### config.mk
export PLATFORM = sky130hd
export DESIGN_NAME = uart_frame_rx
export DESIGN_NICKNAME = d
export VERILOG_FILES = /design/src/rtl/uart_pkg.sv /design/src/rtl/uart_frame_buf.sv /design/src/rtl/uart_frame_rx.sv
export SDC_FILE = /design/constraint.sdc
export NUM_CORES = 1
export LEC_CHECK = 0
export ABC_AREA = 1
export CAP_MARGIN = 20
export CORE_MARGIN = 2
export CORE_UTILIZATION = 40
export DETAILED_ROUTE_END_ITERATION = 7
export GPL_TIMING_DRIVEN = 0
export HOLD_SLACK_MARGIN = 0.02
export SETUP_SLACK_MARGIN = 0.4
export SLEW_MARGIN = 10
export SYNTH_ARGS = -nofsm -noshare
export SYNTH_HDL_FRONTEND = slang
export SYNTH_SLANG_ARGS = --single-unit
### constraint.sdc
create_clock -name _clock -period 2.85 [get_ports _clock]
set_clock_uncertainty 0.2 [all_clocks]
set_input_delay 0.7125 -clock _clock [delete_from_list [all_inputs] [get_ports _clock]]
set_output_delay 0.7125 -clock _clock [all_outputs]
set_load 0.01 [all_outputs]
### src/rtl/uart_pkg.sv
// Shared types and helpers for the UART frame receiver.
// Holds the deframer state encoding and the checksum arithmetic.
package uart_pkg;

  typedef enum logic [2:0] {
    HUNT,
    LEN,
    DATA,
    CHK,
    DRAIN
  } frame_state_e;

  localparam logic [7:0] SOF_DEFAULT = 8'h7E;

  // Running checksum: plain 8-bit two's-complement sum.
  function automatic logic [7:0] chk_add(
    input logic [7:0] a,
    input logic [7:0] b
  );
    return a + b;
  endfunction

endpackage

### src/rtl/uart_frame_buf.sv
// Payload buffer for the frame receiver.
// Synchronous write, combinational read, contents never reset.
module uart_frame_buf #(
  parameter int DEPTH = 16,
  parameter int AW    = 4
) (
  input  logic          clk,
  input  logic          we,
  input  logic [AW-1:0] waddr,
  input  logic [7:0]    wdata,
  input  logic [AW-1:0] raddr,
  output logic [7:0]    rdata
);

  logic [7:0] mem [DEPTH];

  // Store one payload byte per write strobe.
  always_ff @(posedge clk) begin
    if (we) mem[waddr] <= wdata;
  end

  assign rdata = mem[raddr];

endmodule

### src/rtl/uart_frame_rx.sv
// Deframer for SOF/LEN/payload/CHK packets from the UART receiver.
// Releases the payload only after the checksum has been verified.
module uart_frame_rx
  import uart_pkg::*;
#(
  parameter logic [7:0]  SOF     = SOF_DEFAULT,
  parameter int          MAX_LEN = 16,
  parameter logic [15:0] TIMEOUT = 16'd5000
) (
  input  logic       _clock,
  input  logic       _reset,
  input  logic [7:0] _in,
  input  logic       _in_valid,
  output logic       _in_ready,
  output logic [7:0] _out,
  output logic       _out_valid,
  input  logic       _out_ready,
  output logic       _out_last,
  output logic       _err_len,
  output logic       _err_chk,
  output logic       _err_timeout,
  output logic       _err_overrun
);

  localparam int         AW    = (MAX_LEN > 1) ? $clog2(MAX_LEN) : 1;
  localparam logic [7:0] MAXL8 = 8'(MAX_LEN);

  frame_state_e state_q, state_d;
  logic [7:0]   len_q, len_d;
  logic [7:0]   index_q, index_d;
  logic [7:0]   sum_q, sum_d;
  logic [15:0]  gap_q, gap_d;
  logic         e_len_d, e_chk_d, e_tmo_d, e_ovr_d;
  logic         we;
  logic [7:0]   rdata;
  logic         accept, draining, last, counting;

  assign draining = (state_q == DRAIN);
  assign accept   = _in_valid && !draining;
  assign last     = (index_q == len_q - 8'd1);
  assign counting = (state_q == LEN) || (state_q == DATA) ||
                    (state_q == CHK);

  assign _in_ready  = !draining;
  assign _out_valid = draining;
  assign _out       = draining ? rdata : 8'h00;
  assign _out_last  = draining && last;

  uart_frame_buf #(
    .DEPTH (MAX_LEN),
    .AW    (AW)
  ) u_buf (
    .clk   (_clock),
    .we    (we),
    .waddr (index_q[AW-1:0]),
    .wdata (_in),
    .raddr (index_q[AW-1:0]),
    .rdata (rdata)
  );

  // State, counters and registered error pulses.
  always_ff @(posedge _clock or negedge _reset) begin
    if (!_reset) begin
      state_q      <= HUNT;
      len_q        <= 8'h00;
      index_q      <= 8'h00;
      sum_q        <= 8'h00;
      gap_q        <= 16'h0000;
      _err_len     <= 1'b0;
      _err_chk     <= 1'b0;
      _err_timeout <= 1'b0;
      _err_overrun <= 1'b0;
    end else begin
      state_q      <= state_d;
      len_q        <= len_d;
      index_q      <= index_d;
      sum_q        <= sum_d;
      gap_q        <= gap_d;
      _err_len     <= e_len_d;
      _err_chk     <= e_chk_d;
      _err_timeout <= e_tmo_d;
      _err_overrun <= e_ovr_d;
    end
  end

  // Next-state: byte parsing, drain handshake and inter-byte timeout.
  always_comb begin
    state_d = state_q;
    len_d   = len_q;
    index_d = index_q;
    sum_d   = sum_q;
    gap_d   = gap_q;
    e_len_d = 1'b0;
    e_chk_d = 1'b0;
    e_tmo_d = 1'b0;
    e_ovr_d = 1'b0;
    we      = 1'b0;
    unique case (state_q)
      HUNT: begin
        if (accept && _in == SOF) begin
          state_d = LEN;
          sum_d   = 8'h00;
          gap_d   = 16'h0000;
        end
      end
      LEN: begin
        if (accept) begin
          gap_d = 16'h0000;
          if (_in == 8'h00 || _in > MAXL8) begin
            e_len_d = 1'b1;
            state_d = HUNT;
          end else begin
            len_d   = _in;
            sum_d   = _in;
            index_d = 8'h00;
            state_d = DATA;
          end
        end
      end
      DATA: begin
        if (accept) begin
          we      = 1'b1;
          gap_d   = 16'h0000;
          sum_d   = chk_add(sum_q, _in);
          index_d = index_q + 8'd1;
          if (last) state_d = CHK;
        end
      end
      CHK: begin
        if (accept) begin
          gap_d = 16'h0000;
          if (chk_add(sum_q, _in) == 8'h00) begin
            index_d = 8'h00;
            state_d = DRAIN;
          end else begin
            e_chk_d = 1'b1;
            state_d = HUNT;
          end
        end
      end
      DRAIN: begin
        e_ovr_d = _in_valid;
        if (_out_ready) begin
          if (last) begin
            index_d = 8'h00;
            state_d = HUNT;
          end else begin
            index_d = index_q + 8'd1;
          end
        end
      end
      default: state_d = HUNT;
    endcase
    // An arriving byte always beats the timeout in the same cycle.
    if (counting && !accept) begin
      if (gap_q != 16'hFFFF) gap_d = gap_q + 16'd1;
      if (gap_q + 16'd1 == TIMEOUT) begin
        e_tmo_d = 1'b1;
        state_d = HUNT;
      end
    end
  end

endmodule

* Yosys cells after proc, flatten, opt, wreduce, memory -nomap -nowiden
Memory sizes are Yosys's and may differ from the RTL's.
Cells that the tools add are included.
** Word-level totals
- Bits in registers :: 47
- Bits in latches :: 0
- Bits in writable memories :: 128
- Memory bits (read-only) :: 0
- Output and inout port bits :: 15
- Word-level logic and storage cells :: 93
- Memories kept :: 1
** Memories
- u_buf.mem :: depth 16, bits a word 8, read ports 1, clocked after memory_dff 0, wr ports 1, RTL line uart_frame_buf.sv:15 : logic [7:0] mem [DEPTH];
** Cells by class
- Add/sub/neg operators :: 4
- $mul :: 0
- Divide/modulo/power cells :: 0
- $lt $le $gt $ge :: 1
- Equal/unequal tests :: 15
- Shifts and indexed selects :: 0
- Multiplexer cells :: 44
- Bitwise logic cells :: 1
- Reductions and logical operators :: 18
** Operator list (count)
- $mux W8 :: 12
- $mux W16 :: 4
- $pmux W16 S2 :: 1
- $pmux W8 S4 :: 1
- $mux W3 :: 10
- $pmux W8 S3 :: 1
- $add A16 B1 Y16 const B :: 1
- $eq A16 B13 Y1 const B :: 1
- $logic_not A8 Y1 :: 2
- $ne A16 B16 Y1 const B :: 1
- $pmux W3 S5 :: 1
- $mux W1 :: 13
- $ne A2 B2 Y1 const B :: 6
- $add A8 B1 Y8 const B :: 1
- $add A8 B8 Y8 :: 1
- $eq A8 B7 Y1 const B :: 1
- $eq A8 B8 Y1 :: 1
- $gt A8 B5 Y1 const B :: 1
- $sub A8 B1 Y8 const B :: 1
- $reduce_and A7 Y1 :: 1
- $eq A3 B2 Y1 const B :: 2
- $reduce_and A5 Y1 :: 1
- $logic_and A1 B1 Y1 :: 4
- $reduce_bool A4 Y1 :: 1
- 11 further kinds :: 14

* Longest topological paths before layout
- Depth in word-level cells :: 8
- Gate-level depth with buffers :: 16
- Mapped depth without buffers :: 16

* Modules after synthesis
Synthesis repeated with hierarchy kept, for this count alone.
** Unflattened totals
- Cell total of the unflattened synthesis :: 1088
- Area total of the unflattened synthesis :: 9260.1 um^2
** Modules (own cells, without submodules)
- uart_frame_buf :: instances 1, cells each 543, area each 5606.6 um^2, seq. area each 3843.7 um^2
- uart_frame_rx :: instances 1, cells each 545, area each 3653.5 um^2, seq. area each 1176.1 um^2

* Worst setup path after synthesis
No wires, ideal clock.
- Kind :: input-to-reg
- Start :: input port _in[0]
- End :: register index_q[2]
- Setup time :: 0.117 ns
- Arrival time :: 2.209 ns
- Required time :: 2.533 ns
- Setup slack :: 0.324 ns
- Stages on the path :: 15
- Path buffers :: 0
- Cell sequence :: ha_1 -> inv_1 -> fa_1 -> inv_1 -> nand2_1 -> nand2_1 -> nand3_1 -> nand3_1 -> nand2_1 -> nor2_1 -> nand2_1 -> nand2_1 -> nand2_1 -> nand2_1 -> nand2_1
** On the way
- Cells in the longest elaborated chain, start to end :: 4
- Elaborated cells between the ends (all ways) :: 8
** RTL lines
- start, declared :: RTL line uart_frame_rx.sv:12 : input logic [7:0] _in,
- $add A8 B8 Y8, or another cell as far along :: RTL line uart_pkg.sv:20 : return a + b;
- $logic_not A8 Y1 / $logic_or A1 B1 Y1 (equally long branches) :: RTL line uart_frame_rx.sv:132, uart_frame_rx.sv:109
- $ne A2 B1 Y1 (no source line) / $ne A2 B2 Y1 (equally long branches)
- $reduce_and A7 Y1 (no source line) (*)
- end signal, assigned :: RTL line uart_frame_rx.sv:76 : index_q <= index_d;
- end, declared :: RTL line uart_frame_rx.sv:30 : logic [7:0] index_q, index_d;
Every way passes the cells marked *; elsewhere a longest branch is shown, timed or not.
A chain may end at the register's enable or synchronous reset.

* Worst setup path in the final report
- Start :: register index_q[0]
- End :: output port _out[7]
** On the way
- Cells in the longest elaborated chain, start to end :: 2
** RTL lines
- $mem_v2 Z16 W8
- $mux W8 :: RTL line uart_frame_rx.sv:46 : assign _out = draining ? rdata : 8'h00;
- end, declared :: RTL line uart_frame_rx.sv:15 : output logic [7:0] _out,
Every way passes these cells.

==> impl_metrics.yaml <==
status:
  outcome: "finished with violations"
  violations: "setup timing"
synthesis:
  syn_nets: 942
  synth_top_cell_area_share: 0.450
  synthFlopType: "edfxtp_1"
  yosysWarnings: 0
  ys_seq_elements: 175
  synthArstFlopShare: 0.269
  synth_cell_types: 39
  netlist_area_um2: 8530
  synth_largest_area_cell: "edfxtp_1"
  netlist_top_cells_count: "nand2_1, nor2_1, edfxtp_1"
  synth_most_common_cell: "nand2_1"
  syn_area_per_cell_um2: 9.33
  synthCells: 915
  ys_top_cells_by_area: "edfxtp_1, dfrtp_1, nand2_1, nor2_1, o21ai_0"
  synth-edff-count: 128
  ys_seq_area_frac: 0.588
floorplan:
  start_util: 0.407
  dieArea_um2: 22500
  dieHeight_um: 150
  core_area_um2: 21000
  num_rows: 53
  die_w_um: 150
  ios: 27
worst_setup_path:
  crit_start: "index_q[0]"
  required_ps: 1940
  path_depth: 7
  crit_chain: "buf_6 > clkbuf_8 > nor2_1 > o22ai_1 > nand3_1 > a41oi_4 > buf_2"
  critPathTopFamily: "buffers and inverters"
  max_stage_delay_ps: 440
  r2r_start: "sum_q[0]"
  crit_path_start_kind: "register"
  endpoint_kind: "primary output"
  cp_max_fo: 10
  cp.arrival_ps: 2080
  worst-r2r-cell-count: 11
  slowest_stage: "dfrtp_2"
  worstSetupPathType: "register to primary output"
  worst-path-buf-inv: 3
sta:
  finalMaxSlewViolations: 0
  fmax_mhz: 334
  max-slew-margin-rel: 0.648
  holdWs_ps: 311
  final.min_clock_period_ps: 3000
  finalCritPeriodShare: 1.05
  tightest_slew_ps: 528
  setup_viol: 9
  hold_viol_final: 0
  setup_ws_ps: -145
  rsz0062_at_grt: "true"
clock_tree:
  cts.sink_count: 175
  clk_pin_slew_ps: 70
  cts_made_buffers: 17
  clock_latency_ps: 430
  cts-root-buf: "clkbuf_16"
  cts_buffer_depth: 2
  cts_tree: "built"
  htreeDepth: 4
final_layout:
  design_area_um2: 11200
  regArea_um2: 5020
  nets: 1042
  fillers: 1838
  syn_to_final_growth_pct: 31.8
  final_cells: 1303
  antennaDiodeCount: 0
  multi_input_area_um2: 3660
  drive_gt1_frac: 0.270
placement:
  dp.cells: 1218
  gp_congestion: 0.842
  place_area_um2: 9200
  dp_hpwl_um: 14700
  place.port_buffers: 26
pwr:
  powerDensity_nw_per_um2: 667
  p_leak_uw: 0.00444
  peakVddDrop_mv: 0.416
route:
  vias: 6967
  vias_per_cell: 5.35
  drc: 0
  ant_nets: 0
  wl_per_cell_um: 18.1
  drtIter0Drc: 494
  dr.pass1.iters: 5
  wl_um: 23600
global_route:
  grt_usage: 0.210
  grt_pass1_wl_um: 35800
  overflow: 0
  grt_max_degree: 35
  antenna_found_initial: 0
  grt_pass1_vias: 6518
worst_hold_path:
  hold_path_startpoint: "len_q[7]"
  hold_path.class: "register to register"
  hold_depth: 2
run:
  maxCapViolCount: 0
==> where the power goes <==
group          leakage (uW)  internal [uW]  switching, uW
Sequential          0.00171           2780           46.3
Combinational       0.00243            929           1360
Clock              0.000300           1210           1180
Total               0.00444           4910           2590
==> sequential cells by signal, summed over array words and instances, names as in the netlist <==
name / cells
len_q: 8
_err_overrun: 1
sum_q: 8
u_buf.mem: 128
index_q: 8
_err_chk: 1
state_q: 3
_err_timeout: 1
_err_len: 1
gap_q: 16
==> cells by family after synthesis <==
kind of cell | after synthesis | share of synthesized area
AOI/OAI and AO/OA | 150 | 0.101
xor gates and xnor gates | 18 | 0.0185
adders and majority gates | 15 | 0.0229
buffers and inverters | 113 | 0.0528
DFF | 175 | 0.588
and+or+nand+nor | 444 | 0.217
==> final cells by class <==
class	instances	share of cell area
Timing Repair Buffer	81	0.0741
Sequential cell	175	0.447
Buffer	33	0.0373
Multi-Input combinational cell	627	0.325
Clock inverter	15	0.0185
Inverter	80	0.0300
Tap cell	275	0.0306
Clock buffer	17	0.0378
==> per-stage QoR <==
step            util  setup WS, ps  setup TNS, ps  power (uW)
4_1_cts        0.509          -113           -529        7220
3_5_place_dp   0.439         -1160         -71920        4510
6_report       0.537          -145           -904        7500
3_3_place_gp   0.437         -1150        -110140        4490
5_1_grt        0.537          -191          -1530        7800
2_1_floorplan      -           407              0        3820
==> worst paths after layout <==
| kind | end | slack, ps |
|---|---|---|
| worst max-delay path | _out[7] | -150 |
| worst min-delay path | len_q[7] | 310 |
| worst max register to register | index_q[3] | 450 |
| worst min register to register | len_q[7] | 310 |
| max in group asynchronous | state_q[2] | 1410 |
| min in group asynchronous | gap_q[5] | 510 |
==> layer usage <==
metal	vias to the layer above	routed length, um	part of all wire	global-route usage
met4	0	527	0.022	0.0642
met3	39	1470	0.062	0.0433
met1	3384	10400	0.44	0.286
met5	-	0	0	0
met2	213	11200	0.47	0.338
li1	3331	-	-	-
==> cell usage in the layout (no fill, tap or decap), types with 9 or more instances in the layout <==
cell / count
edfxtp_1: 128
buf_12: 13
o21ai_1: 21
nor2_1: 106
clkinv_8: 9
nand2_1: 189
buf_2: 12
o22ai_1: 23
nand3_2: 10
o22ai_2: 12
o21ai_0: 67
xor2_1: 11
nand4_1: 12
dfrtp_1: 44
nor2_2: 18
nand2_2: 16
inv_2: 13
nand3_1: 51
nor2_4: 24
inv_1: 59
clkbuf_16: 22
buf_4: 42
buf_6: 15
==> tightest hold or removal path, stage by stage, from the launching register on <==
cell and delay (ps):
dfrtp_1 390, inv_1 60, nor2_1 40
==> timing repair <==
item | CTS | global route
hold endpoints to repair | 13 | 0
setup endpoints to repair | 184 | 154
pin swaps | 32 | 60
buffers inserted | 28 | 21
hold buffers | 1 | 0
resized for setup | 252 | 109
gates cloned | 2 | 1
Note: power is estimated with default switching activity, not from simulation.
